### src/rtl/mem_bist_if.sv
// Memory-side port of the BIST engine: strobes, address and write data out, read data back.
interface mem_bist_if #(
  parameter int ADDR_W = 5,
  parameter int DATA_W = 8
);
  logic              mem_write;
  logic              mem_read;
  logic [ADDR_W-1:0] mem_addr;
  logic [DATA_W-1:0] mem_data_in;
  logic [DATA_W-1:0] mem_data_out;

  modport master (
    output mem_write, mem_read, mem_addr, mem_data_in,
    input  mem_data_out
  );

  modport slave (
    input  mem_write, mem_read, mem_addr, mem_data_in,
    output mem_data_out
  );
endinterface

### src/rtl/mem_bist_engine.sv
// Three-pass memory BIST (clear, data=address, LFSR pattern) for a 2**ADDR_W x DATA_W
// single-port memory; reports pass/fail, a saturating error count and the first failure.
module mem_bist_engine #(
  parameter int                ADDR_W    = 5,
  parameter int                DATA_W    = 8,
  parameter logic [DATA_W-1:0] LFSR_SEED = 8'hA5,
  parameter int                ERR_W     = 16
) (
  input  logic              clk,
  input  logic              rst_n,
  input  logic              start,
  output logic              busy,
  output logic              done,
  output logic              pass,
  output logic [ERR_W-1:0]  err_count,
  output logic              fail_valid,
  output logic [1:0]        fail_phase,
  output logic [ADDR_W-1:0] fail_addr,
  output logic [DATA_W-1:0] fail_exp,
  output logic [DATA_W-1:0] fail_got,
  mem_bist_if.master        mem
);

  localparam logic [1:0] S_IDLE = 2'd0;
  localparam logic [1:0] S_WR   = 2'd1;
  localparam logic [1:0] S_RD   = 2'd2;
  localparam logic [1:0] S_CHK  = 2'd3;

  localparam logic [1:0] PH_CLR = 2'd0;
  localparam logic [1:0] PH_ADR = 2'd1;
  localparam logic [1:0] PH_PAT = 2'd2;

  logic [1:0]        st, st_n;
  logic [1:0]        phase, phase_n;
  logic [ADDR_W-1:0] addr, addr_n;
  logic [DATA_W-1:0] lfsr, lfsr_n;
  logic              wr_q, rd_q;
  logic [DATA_W-1:0] wdata_q;
  logic              last;
  logic [DATA_W-1:0] exp_cur;
  logic              mismatch;
  logic [ERR_W-1:0]  err_n;
  logic              finish;

  function automatic logic [DATA_W-1:0] lfsr_step(input logic [DATA_W-1:0] l);
    return {l[6:0], l[7] ^ l[5] ^ l[4] ^ l[3]};
  endfunction

  function automatic logic [DATA_W-1:0] exp_of(input logic [1:0]        ph,
                                               input logic [ADDR_W-1:0] a,
                                               input logic [DATA_W-1:0] l);
    case (ph)
      PH_CLR:  return '0;
      PH_ADR:  return DATA_W'(a);
      default: return l;
    endcase
  endfunction

  assign last     = (addr == {ADDR_W{1'b1}});
  assign exp_cur  = exp_of(phase, addr, lfsr);
  assign mismatch = (st == S_CHK) && (mem.mem_data_out != exp_cur);
  assign err_n    = (mismatch && (err_count != {ERR_W{1'b1}})) ? err_count + 1'b1 : err_count;
  assign finish   = (st == S_CHK) && last && (phase == PH_PAT);

  always_comb begin
    st_n    = st;
    phase_n = phase;
    addr_n  = addr;
    lfsr_n  = lfsr;
    case (st)
      S_IDLE: begin
        if (start) begin
          st_n    = S_WR;
          phase_n = PH_CLR;
          addr_n  = '0;
          lfsr_n  = LFSR_SEED;
        end
      end
      S_WR: begin
        if (phase == PH_PAT) lfsr_n = lfsr_step(lfsr);
        if (last) begin
          // read-back replays the same pattern from the seed
          st_n   = S_RD;
          addr_n = '0;
          lfsr_n = LFSR_SEED;
        end else begin
          addr_n = addr + 1'b1;
        end
      end
      S_RD: st_n = S_CHK;
      S_CHK: begin
        if (phase == PH_PAT) lfsr_n = lfsr_step(lfsr);
        if (!last) begin
          st_n   = S_RD;
          addr_n = addr + 1'b1;
        end else if (phase != PH_PAT) begin
          st_n    = S_WR;
          phase_n = phase + 2'd1;
          addr_n  = '0;
          lfsr_n  = LFSR_SEED;
        end else begin
          st_n   = S_IDLE;
          addr_n = '0;
        end
      end
      default: st_n = S_IDLE;
    endcase
  end

  always_ff @(posedge clk) begin
    if (!rst_n) begin
      st         <= S_IDLE;
      phase      <= PH_CLR;
      addr       <= '0;
      lfsr       <= LFSR_SEED;
      wr_q       <= 1'b0;
      rd_q       <= 1'b0;
      wdata_q    <= '0;
      busy       <= 1'b0;
      done       <= 1'b0;
      pass       <= 1'b0;
      err_count  <= '0;
      fail_valid <= 1'b0;
      fail_phase <= '0;
      fail_addr  <= '0;
      fail_exp   <= '0;
      fail_got   <= '0;
    end else begin
      st      <= st_n;
      phase   <= phase_n;
      addr    <= addr_n;
      lfsr    <= lfsr_n;
      // strobes and write data are registered against the state being entered
      wr_q    <= (st_n == S_WR);
      rd_q    <= (st_n == S_RD);
      wdata_q <= (st_n == S_WR) ? exp_of(phase_n, addr_n, lfsr_n) : '0;
      busy    <= (st_n != S_IDLE);

      if (st == S_IDLE && start) begin
        done       <= 1'b0;
        pass       <= 1'b0;
        err_count  <= '0;
        fail_valid <= 1'b0;
        fail_phase <= '0;
        fail_addr  <= '0;
        fail_exp   <= '0;
        fail_got   <= '0;
      end

      if (st == S_CHK) err_count <= err_n;

      if (mismatch && !fail_valid) begin
        fail_valid <= 1'b1;
        fail_phase <= phase;
        fail_addr  <= addr;
        fail_exp   <= exp_cur;
        fail_got   <= mem.mem_data_out;
      end

      if (finish) begin
        done <= 1'b1;
        pass <= (err_n == '0);
      end
    end
  end

  assign mem.mem_write   = wr_q;
  assign mem.mem_read    = rd_q;
  assign mem.mem_addr    = addr;
  assign mem.mem_data_in = wdata_q;

endmodule

### src/flat_wrapper.sv
// flat-port wrapper written by rule: the top's interface ports become plain ports
module mem_bist_engine_flat 
#(
  parameter int                ADDR_W    = 5,
  parameter int                DATA_W    = 8,
  parameter logic [DATA_W-1:0] LFSR_SEED = 8'hA5,
  parameter int                ERR_W     = 16
)
  (clk, rst_n, start, busy, done, pass, err_count, fail_valid, fail_phase, fail_addr, fail_exp, fail_got, mem_mem_write, mem_mem_read, mem_mem_addr, mem_mem_data_in, mem_mem_data_out);
  mem_bist_if #(.ADDR_W(ADDR_W), .DATA_W(DATA_W)) mem_i ();
  input  logic clk;
  input  logic rst_n;
  input  logic start;
  output logic busy;
  output logic done;
  output logic pass;
  output logic [ERR_W-1:0] err_count;
  output logic fail_valid;
  output logic [1:0] fail_phase;
  output logic [ADDR_W-1:0] fail_addr;
  output logic [DATA_W-1:0] fail_exp;
  output logic [DATA_W-1:0] fail_got;
  output wire logic [$bits(mem_i.mem_write)-1:0] mem_mem_write;
  output wire logic [$bits(mem_i.mem_read)-1:0] mem_mem_read;
  output wire logic [$bits(mem_i.mem_addr)-1:0] mem_mem_addr;
  output wire logic [$bits(mem_i.mem_data_in)-1:0] mem_mem_data_in;
  input wire logic [$bits(mem_i.mem_data_out)-1:0] mem_mem_data_out;
  assign mem_mem_write = mem_i.mem_write;
  assign mem_mem_read = mem_i.mem_read;
  assign mem_mem_addr = mem_i.mem_addr;
  assign mem_mem_data_in = mem_i.mem_data_in;
  assign mem_i.mem_data_out = mem_mem_data_out;
  mem_bist_engine #(.ADDR_W(ADDR_W), .DATA_W(DATA_W), .LFSR_SEED(LFSR_SEED), .ERR_W(ERR_W)) u_core (.clk(clk), .rst_n(rst_n), .start(start), .busy(busy), .done(done), .pass(pass), .err_count(err_count), .fail_valid(fail_valid), .fail_phase(fail_phase), .fail_addr(fail_addr), .fail_exp(fail_exp), .fail_got(fail_got), .mem(mem_i));
endmodule
### config.mk
export PLATFORM = sky130hd
export DESIGN_NAME = mem_bist_engine_flat
export DESIGN_NICKNAME = d
export VERILOG_FILES = /design/src/rtl/mem_bist_if.sv /design/src/rtl/mem_bist_engine.sv /design/src/flat_wrapper.sv
export SDC_FILE = /design/constraint.sdc
export NUM_CORES = 1
export LEC_CHECK = 0
export CAP_MARGIN = 10
export CORE_MARGIN = 1.5
export CORE_UTILIZATION = 25
export DETAILED_ROUTE_END_ITERATION = 10
export PLACE_DENSITY = 0.56
export SYNTH_ARGS = -nofsm -noshare
export SYNTH_HDL_FRONTEND = slang
export SYNTH_SLANG_ARGS = --single-unit
### constraint.sdc
create_clock -name clk -period 3.3 [get_ports clk]
set_input_delay 0.495 -clock clk [delete_from_list [all_inputs] [get_ports clk]]
set_output_delay 0.495 -clock clk [all_outputs]
set_load 0.03 [all_outputs]
# Yosys cells after proc, flatten, opt, wreduce, memory -nomap -nowiden

Cells that the tools add are included.

Bits in registers: 70
Output and inout bits: 58
Logic and storage cells: 85

Add/subtract/negate cells: 3
Equal/unequal tests: 12
Multiplexer cells: 34
Bitwise gates (word level): 3
Reduce and logical (&&, ||, !) cells: 17

Operators by type and width:

| kind                                                                   | number |
|---|---|
| 8-bit 2-to-1 mux                                                       | 8 |
| 16-bit 2-to-1 mux                                                      | 3 |
| 8-bit case mux with 2 select lines                                     | 2 |
| 8-bit case mux with 3 select lines                                     | 1 |
| 5-bit 2-to-1 mux                                                       | 4 |
| 16-bit by 1-bit adder with 16-bit output (second input constant)       | 1 |
| 16-bit zero test                                                       | 1 |
| 2-bit 2-to-1 mux                                                       | 8 |
| 16-bit != test (second input constant)                                 | 1 |
| 5-bit case mux with 2 select lines                                     | 1 |
| 2-bit by 1-bit equality test with 1-bit output (second input constant) | 4 |
| 2-bit equality test (second input constant)                            | 4 |
| 8-bit != test                                                          | 1 |
| 2-bit case mux with 4 select lines                                     | 1 |
| 2-bit nonzero test                                                     | 4 |
| 1-bit logical AND                                                      | 6 |
| 2-bit zero test                                                        | 3 |
| 5-bit by 1-bit adder with 5-bit output (second input constant)         | 1 |
| 5-bit equality test (second input constant)                            | 1 |
| 1-bit 2-to-1 mux                                                       | 5 |
| 2-bit case mux with 2 select lines                                     | 1 |
| 1-bit bitwise XOR                                                      | 3 |
| 2-bit by 1-bit adder with 2-bit output (second input constant)         | 1 |
| 2-bit != test (second input constant)                                  | 1 |
| other kinds (3)                                                        | 3 |

# Depth between registers and ports, before layout

Gate-level depths: netlist (run 1).

Word-level depth: 8
Gate-level depth with buffers: 13
Gate-level depth less buffers: 11

# Worst setup path after synthesis (run 1)

No wires, ideal clock.

Kind: reg-to-reg
Start point: register u_core.phase[0]
End point: register u_core.pass
Library setup time: 0.069 ns
Data arrival time: 2.778 ns
Path slack: 0.453 ns
Cell stages (with the launch flop): 13
Path through: dfxtp_1 -> inv_1 -> ha_1 -> buf_2 -> nand3b_1 -> o21ai_1 -> a221oi_1 -> nor4b_4 -> a2111oi_0 -> xor2_1 -> a21oi_1 -> or4b_1 -> o21ai_1

Longest elaborated chain between the ends: 8
Elaborated cells on any way between the ends: 12
Classes of those cells: eq/ne (3); mux (3); reduce/logical (6)

Ends and longest elaborated chain:

| what                                                                              | line                   | text |
|---|---|---|
| start: declaration                                                                | mem_bist_engine.sv:34  | `logic [1:0] phase, phase_n;` |
| start signal: assignment                                                          | mem_bist_engine.sv:130 | `phase <= phase_n;` |
| 2-bit by 1-bit equality test with 1-bit output or 2-bit zero test (tied branches) | mem_bist_engine.sv:52  | `case (ph)` |
| 8-bit case mux with 2 select lines                                                | mem_bist_engine.sv:52  |  |
| 8-bit != test                                                                     | mem_bist_engine.sv:61  | `assign mismatch = (st == S_CHK) && (mem.mem_data_out != exp_cur);` |
| 1-bit logical AND                                                                 | mem_bist_engine.sv:61  |  |
| 1-bit logical AND                                                                 | mem_bist_engine.sv:62  | `assign err_n = (mismatch && (err_count != {ERR_W{1'b1}})) ? err_count + 1'b1 : err_count;` |
| 16-bit 2-to-1 mux                                                                 | mem_bist_engine.sv:62  |  |
| 16-bit zero test                                                                  | mem_bist_engine.sv:162 | `pass <= (err_n == '0);` |
| 1-bit 2-to-1 mux                                                                  | mem_bist_engine.sv:160 | `if (finish) begin` |
| end signal: assignment                                                            | mem_bist_engine.sv:162 |  |
| end: declaration                                                                  | mem_bist_engine.sv:14  | `output logic pass,` |

Several ways; a longest one is shown, not always the timed one.
A chain may end at the register's enable or synchronous reset.

# Worst setup path in the final report (run 1)

Same ends and word-level chain as after synthesis.

==> run metrics, run 1 <==
largest net degree at the start of global routing=slightly above 40; yosys warns=0; TritonCTS clock tree=yes; flops & latches, synth=70; Synth Cell Area=between 0.003 and 0.004 mm²; Setup Slack @ Placement=-0.08021 ns; clk_skew=between 0.006 and 0.007 ns; RSZ-0062 raised after global routing=no; placed insts=slightly above 700; Ports=a little under 70; Worst-Margin Slew=between 1 and 1.5 ns; critical path launch point type=flop; Final TNS setup=0 ns; Most used DFF post-synth=dfxtp_1; WP data required=3.57 ns; VDD IR-drop max=about 0.23 mV; # rows=between 40 and 50; register area share after synthesis=between 30% and 40%; Tot Pwr=~2.2 mW; Final setup violation count=0; Max transition margin=between 30% and 40%; Cell Chain, Critical Path=inv_1 -> ha_2 -> nor2b_1 -> xor2_1 -> o21ai_0 -> nor4b_4 -> nand2_4 -> a2111oi_4 -> o22ai_1 -> or4b_1 -> o21ai_1; Sink Count=70; DR pass1 iterations=4; fmax=about 0.33 GHz; chip width=between 100 and 150 µm; Final min period=about 3.1 ns; # hold bufs at CTS=0; Yosys top cell area share=37.57%; Crit Path Category=reg2reg; Arr. time, crit path=3.34 ns; pwr/cell area=about 440 mW/mm²; crit-path max FO=9; FFs w/ async S/R, synth=0%; H-Tree Depth=3; Area Growth Syn to Fin=34.89%; pins over their slew limit=0; Hold Crit Class=reg2reg; setup ws final=0.2321 ns; core area=0.01453 mm²; first-pass GRT wire length=between 15 and 20 mm; WHS=about 0.47 ns; crit share post-route=92.97%; dpl hpwl=8.302 mm; Fin. Hold Viols=0; Post-Syn Nets=roughly 490; share of layout cells above drive strength 1=around 9.7%; GRT overflow=0; number of synthesized flops with an enable pin=0; Yosys cell types=64; top post-synthesis cells by area=dfxtp_1 (38%), a21oi_1 (6.2%), nand2_1 (5.3%); Max stage delay cell, worst path=or4b_1; Post-Layout Cell Count=around 730; Max-cap violations=0; GRT Total Usage=between 10% and 20%; Initial Util=25.66%; CTS Root Cell=clkbuf_16; initial antenna violation count=0; Antenna Cells=0; Leak=1.799 nW; Critical Path Max Stage Delay=approximately 0.53 ns; CTS Buf Count=9; Post-Syn Instances=472; Initial DRC Count=208; CTS max path bufs=2; residual DRC count=0; Total Wirelength=around 11 mm; port bufs=a little under 70; vias per cell=slightly above 5; CTS clock-pin slew for the worst setup and hold paths=~0.05 ns; Buf+Inv Stages, Crit Path=1; vias post-DR=roughly 3,700; GPL Wtd Cong=0.8525; die area=roughly 0.016 mm²; largest area contributor in the netlist=dfxtp_1; Die H=between 100 and 150 µm; Worst-Skew Late Latency=0.34 ns; fin nets=approximately 570; syn avg cell area=7.902 µm²; DRT antenna net count=0; reg-to-reg slack, setup=around 0.23 ns; status=complete, no violations; wire per inst=about 15 µm; commonest non-fill, non-tap cell in the layout=dfxtp_1; postcts setup bufs=0; commonest non-fill, non-tap cells in the layout=dfxtp_1 (70), clkdlybuf4s50_1 (68), nand2_1 (53); crit-path leading delay family=simple AND/OR/NAND/NOR gates; vias in the first global route=~3,600; critical path capture point type=flop
==> cell type report <==
| class | instances | area, µm² |
|---|---|---|
| sequential | 70 | 1401 |
| multi-input combinational | 355 | 2145 |
| clock buffer | 12 | 266.5 |
| tap | 184 | 230.2 |
| timing repair buffer | 86 | 815.8 |
| clock inverter | 3 | 90.09 |
| fill | 1529 | 9503 |
| inverter | 22 | 82.58 |
==> where the power goes <==
group	switching (mW)	internal, mW
clock network	0.361	0.796
registers	0.00887	0.856
logic	0.109	0.0619
==> registers in the layout (all words and copies together), names as in the netlist <==
register,count
u_core.mem.mem_read,1
u_core.fail_phase,2
u_core.mem.mem_write,1
u_core.fail_valid,1
u_core.done,1
u_core.fail_got,8
u_core.st,2
u_core.phase,2
u_core.busy,1
u_core.fail_addr,5
u_core.pass,1
u_core.err_count,16
u_core.mem.mem_addr,5
u_core.lfsr,8
u_core.mem.mem_data_in,8
u_core.fail_exp,8
==> stage by stage <==
step | util [%] | cell area, µm²
2_1_floorplan | - | 3730
3_3_place_gp | 32.13 | 4669
3_5_place_dp | 32.13 | 4669
4_1_cts | 34.58 | 5026
5_1_grt | 34.62 | 5031
6_report | 34.62 | 5031
==> kinds of logic (layout without fill, tap and decap cells) <==
logic type,Yosys count,count (layout),share of synthesized area [%]
xor+xnor,16,16,3.757
mux,2,2,0.5368
simple gates,185,185,26.20
buf+inv,47,123,5.065
compound gates,141,141,23.18
fa+ha+maj,11,11,3.690
flops,70,70,37.57
==> synth_stat cells (all sizes together), types with 2 or more instances <==
master and count:
and2 8, a31o 2, o22ai 2, nor3 5, nor2 42, nand2b 6, nand2 56, a211oi 7
nor2b 4, dfxtp 70, a221oi 3, xnor2 10, nand3 35, a31oi 15, xor2 6, and3 5
nor4b 2, o211ai 3, clkbuf 19, a21oi 47, nand3b 3, nand4 4, mux2i 2, o21ai 41
or2 4, nor3b 3, a2111oi 4, inv 22, o31ai 2, buf 6, ha 11, and4bb 2
a22oi 6
==> worst paths after layout <==
kind,from,to,depth (start not counted)
max reg2reg,u_core.phase[0],u_core.pass,11
min reg2reg,u_core.fail_got[1],u_core.fail_got[1],2
max,u_core.phase[0],u_core.pass,11
min,u_core.fail_got[1],u_core.fail_got[1],2
==> routing by layer <==
metal	GRT usage, %	wire [µm]	part of all wire [%]	vias to the layer above
met5	0	0	0	-
li1	-	-	-	1817
met1	17.77	5121	45	1763
met2	24.46	5365	47	115
met3	3.680	625	5.5	15
met4	5.281	220	1.9	0
==> what timing repair did <==
action | 4_1_cts | 5_1_grt
endpoints found under the setup margin | 0 | 4
hold endpoints to repair | 0 | 0
resized for setup | 0 | 3
==> worst min-delay path, stage by stage, from the launching register on <==
cell     delay, ns
dfxtp_1       0.30
nand3_1       0.06
a21oi_1       0.06
Note: power is estimated with default switching activity, not from simulation.
==> run 2: changes to the inputs <==
--- a/config.mk
+++ b/config.mk
@@ -6,10 +6,11 @@
 export NUM_CORES = 1
 export LEC_CHECK = 0
 export CAP_MARGIN = 10
-export CORE_MARGIN = 1.5
+export CORE_MARGIN = 2
 export CORE_UTILIZATION = 25
 export DETAILED_ROUTE_END_ITERATION = 10
-export PLACE_DENSITY = 0.56
+export DONT_BUFFER_PORTS = 1
+export PLACE_DENSITY = 0.5
 export SYNTH_ARGS = -nofsm -noshare
 export SYNTH_HDL_FRONTEND = slang
 export SYNTH_SLANG_ARGS = --single-unit
==> run metrics, run 2 (synthesis results as in run 1) <==
status=complete, no violations; core area=approximately 0.015 mm²; CTS max path bufs=2; post-CTS sizing=0; Max-cap violations=0; Initial DRC Count=roughly 230; Clk pwr share=49.5%; CTS Buf Count=9; fin nets=between 500 and 600; Max transition margin=between 50% and 60%; CTS Root Cell=clkbuf_16; dpl hpwl=8.240 mm; GPL Wtd Cong=~0.85; Final min period=between 3 and 4 ns; H-Tree Depth=3; Max stage delay cell, worst path=or4b_1; clk_skew=about 0.0089 ns; GRT Total Usage=between 10 and 15%; # hold bufs at CTS=0; Leak=about 1.6 nW; chip width=about 130 µm; Antenna Cells=0; die area=0.01591 mm²; vias per cell=5.135; Ports=69; Largest register FFs=16; first-pass GRT wire length=roughly 18 mm; largest net degree at the start of global routing=between 40 and 50; vias in the first global route=between 3,000 and 4,000; Arr. time, crit path=around 3.3 ns; crit share post-route=approximately 92%; Initial Util=25.66%; Cell Chain, Critical Path=inv_1 -> ha_1 -> nor2_4 -> a22oi_1 -> o2bb2ai_1 -> nor4b_4 -> nand2_4 -> a2111oi_4 -> o22ai_1 -> or4b_1 -> o21ai_1; postcts setup bufs=0; commonest non-fill, non-tap cells in the layout=dfxtp_1 (70), nand2_1 (53), a21oi_1 (46); # rows=44; Final setup violation count=0; VDD IR-drop max=0.2436 mV; Fin. Hold Viols=0; initial antenna violation count=0; DR pass1 iterations=4; residual DRC count=0; fmax=roughly 0.33 GHz; port bufs=0; Reg2Reg Depth=11; critical path launch point type=flop; final core area utilization=between 20 and 30%; pins over their slew limit=0; switching share of power=around a quarter; Crit Path Category=reg2reg; share of layout cells above drive strength 1=12.70%; Area Growth Syn to Fin=16.50%; WHS Path Cells=1; GRT overflow=0; Tot Pwr=just under 2 mW; commonest non-fill, non-tap cell in the layout=dfxtp_1; crit-path max FO=8; Hold Crit Class=in2reg; Sequential Power Share=~44%; DRT antenna net count=0; pwr/cell area=455.1 mW/mm²; Worst-Skew Late Latency=0.34 ns; Switch Pwr=~0.49 mW; Final TNS setup=0 ns; wire per inst=approximately 17 µm; WP data required=~3.6 ns; Total Wirelength=11.23 mm; Worst-Margin Slew=0.7135 ns; RSZ-0062 raised after global routing=no; Int Pwr=1.484 mW; Die H=126.1 µm; Largest Register=u_core.err_count; Comb pwr share=6.4%; Critical Path Max Stage Delay=roughly 0.52 ns; Sink Count=70; TritonCTS clock tree=yes; critical path capture point type=flop; vias post-DR=between 3,000 and 4,000; CTS clock-pin slew for the worst setup and hold paths=0.06 ns
-- run 2: changes by cell type in the layout (fill, tap and decap cells not counted) --
cell             before  now
a2111oi_1             2    0
clkbuf_8              3    0
clkdlybuf4s50_1      68    0
clkinvlp_4            0    1
inv_6                 0    1
a2111oi_0             1    3
nor2_1               41   40
buf_4                18   25
clkinv_2              0    2
clkinv_4              0    2
bufinv_16             3    1
nor2_2                0    1
-- run 2: final cells by class --
| class | instances | area, µm² |
|---|---|---|
| Fill cell | 1572 | 10190 |
| Sequential cell | 70 | 1401 |
| Tap cell | 184 | 230.2 |
| Clock inverter | 7 | 73.82 |
| Multi-Input combinational cell | 355 | 2145 |
| Inverter | 22 | 82.58 |
| Clock buffer | 9 | 225.2 |
| Timing Repair Buffer | 25 | 187.7 |
-- run 2: final timing paths --
path,slack [ns],from,endpoint
worst max-delay path,0.26,u_core.phase[1],u_core.pass
worst min-delay path,0.22,rst_n,u_core.lfsr[0]
worst max register to register,0.26,u_core.phase[1],u_core.pass
worst min register to register,0.50,u_core.phase[1],u_core.fail_phase[1]
-- run 2: metrics by stage --
stage / hold WS (ns) / worst slack (ns) / std cells / cell area (µm²)
floorplan: 0.4582 / 0.4527 / 472 / 3730
global placement: 0.4790 / 0.3195 / 656 / 4041
detailed placement: 0.4865 / 0.2281 / 656 / 4041
CTS: 0.2077 / 0.2189 / 672 / 4340
global route: 0.2073 / 0.03658 / 672 / 4345
finish: 0.2176 / 0.2643 / 672 / 4345
-- run 2: power by group through the flow --
stage / clock network, mW / logic [mW] / registers, mW
final: 0.979 / 0.126 / 0.873
after global routing: 1.04 / 0.140 / 0.874
after CTS: 1.00 / 0.126 / 0.873
after detailed placement: 0 / 0.125 / 0.892
after global placement: 0 / 0.124 / 0.892
after floorplan: 0 / 0.0932 / 0.892
-- run 2: critical path, delay by kind of cell (launching register included) --
family	cells	cell delay, ns
flops	1	0.37
buf+inv	1	0.11
compound gates	5	0.90
fa+ha+maj	1	0.30
simple gates	4	1.28
-- run 2: metal layers --
layer / GRT usage (%) / routed length (µm)
met3: 4.885 / 939
met2: 23.37 / 5296
met4: 3.685 / 123
met1: 17.58 / 4870
met5: 0 / 0
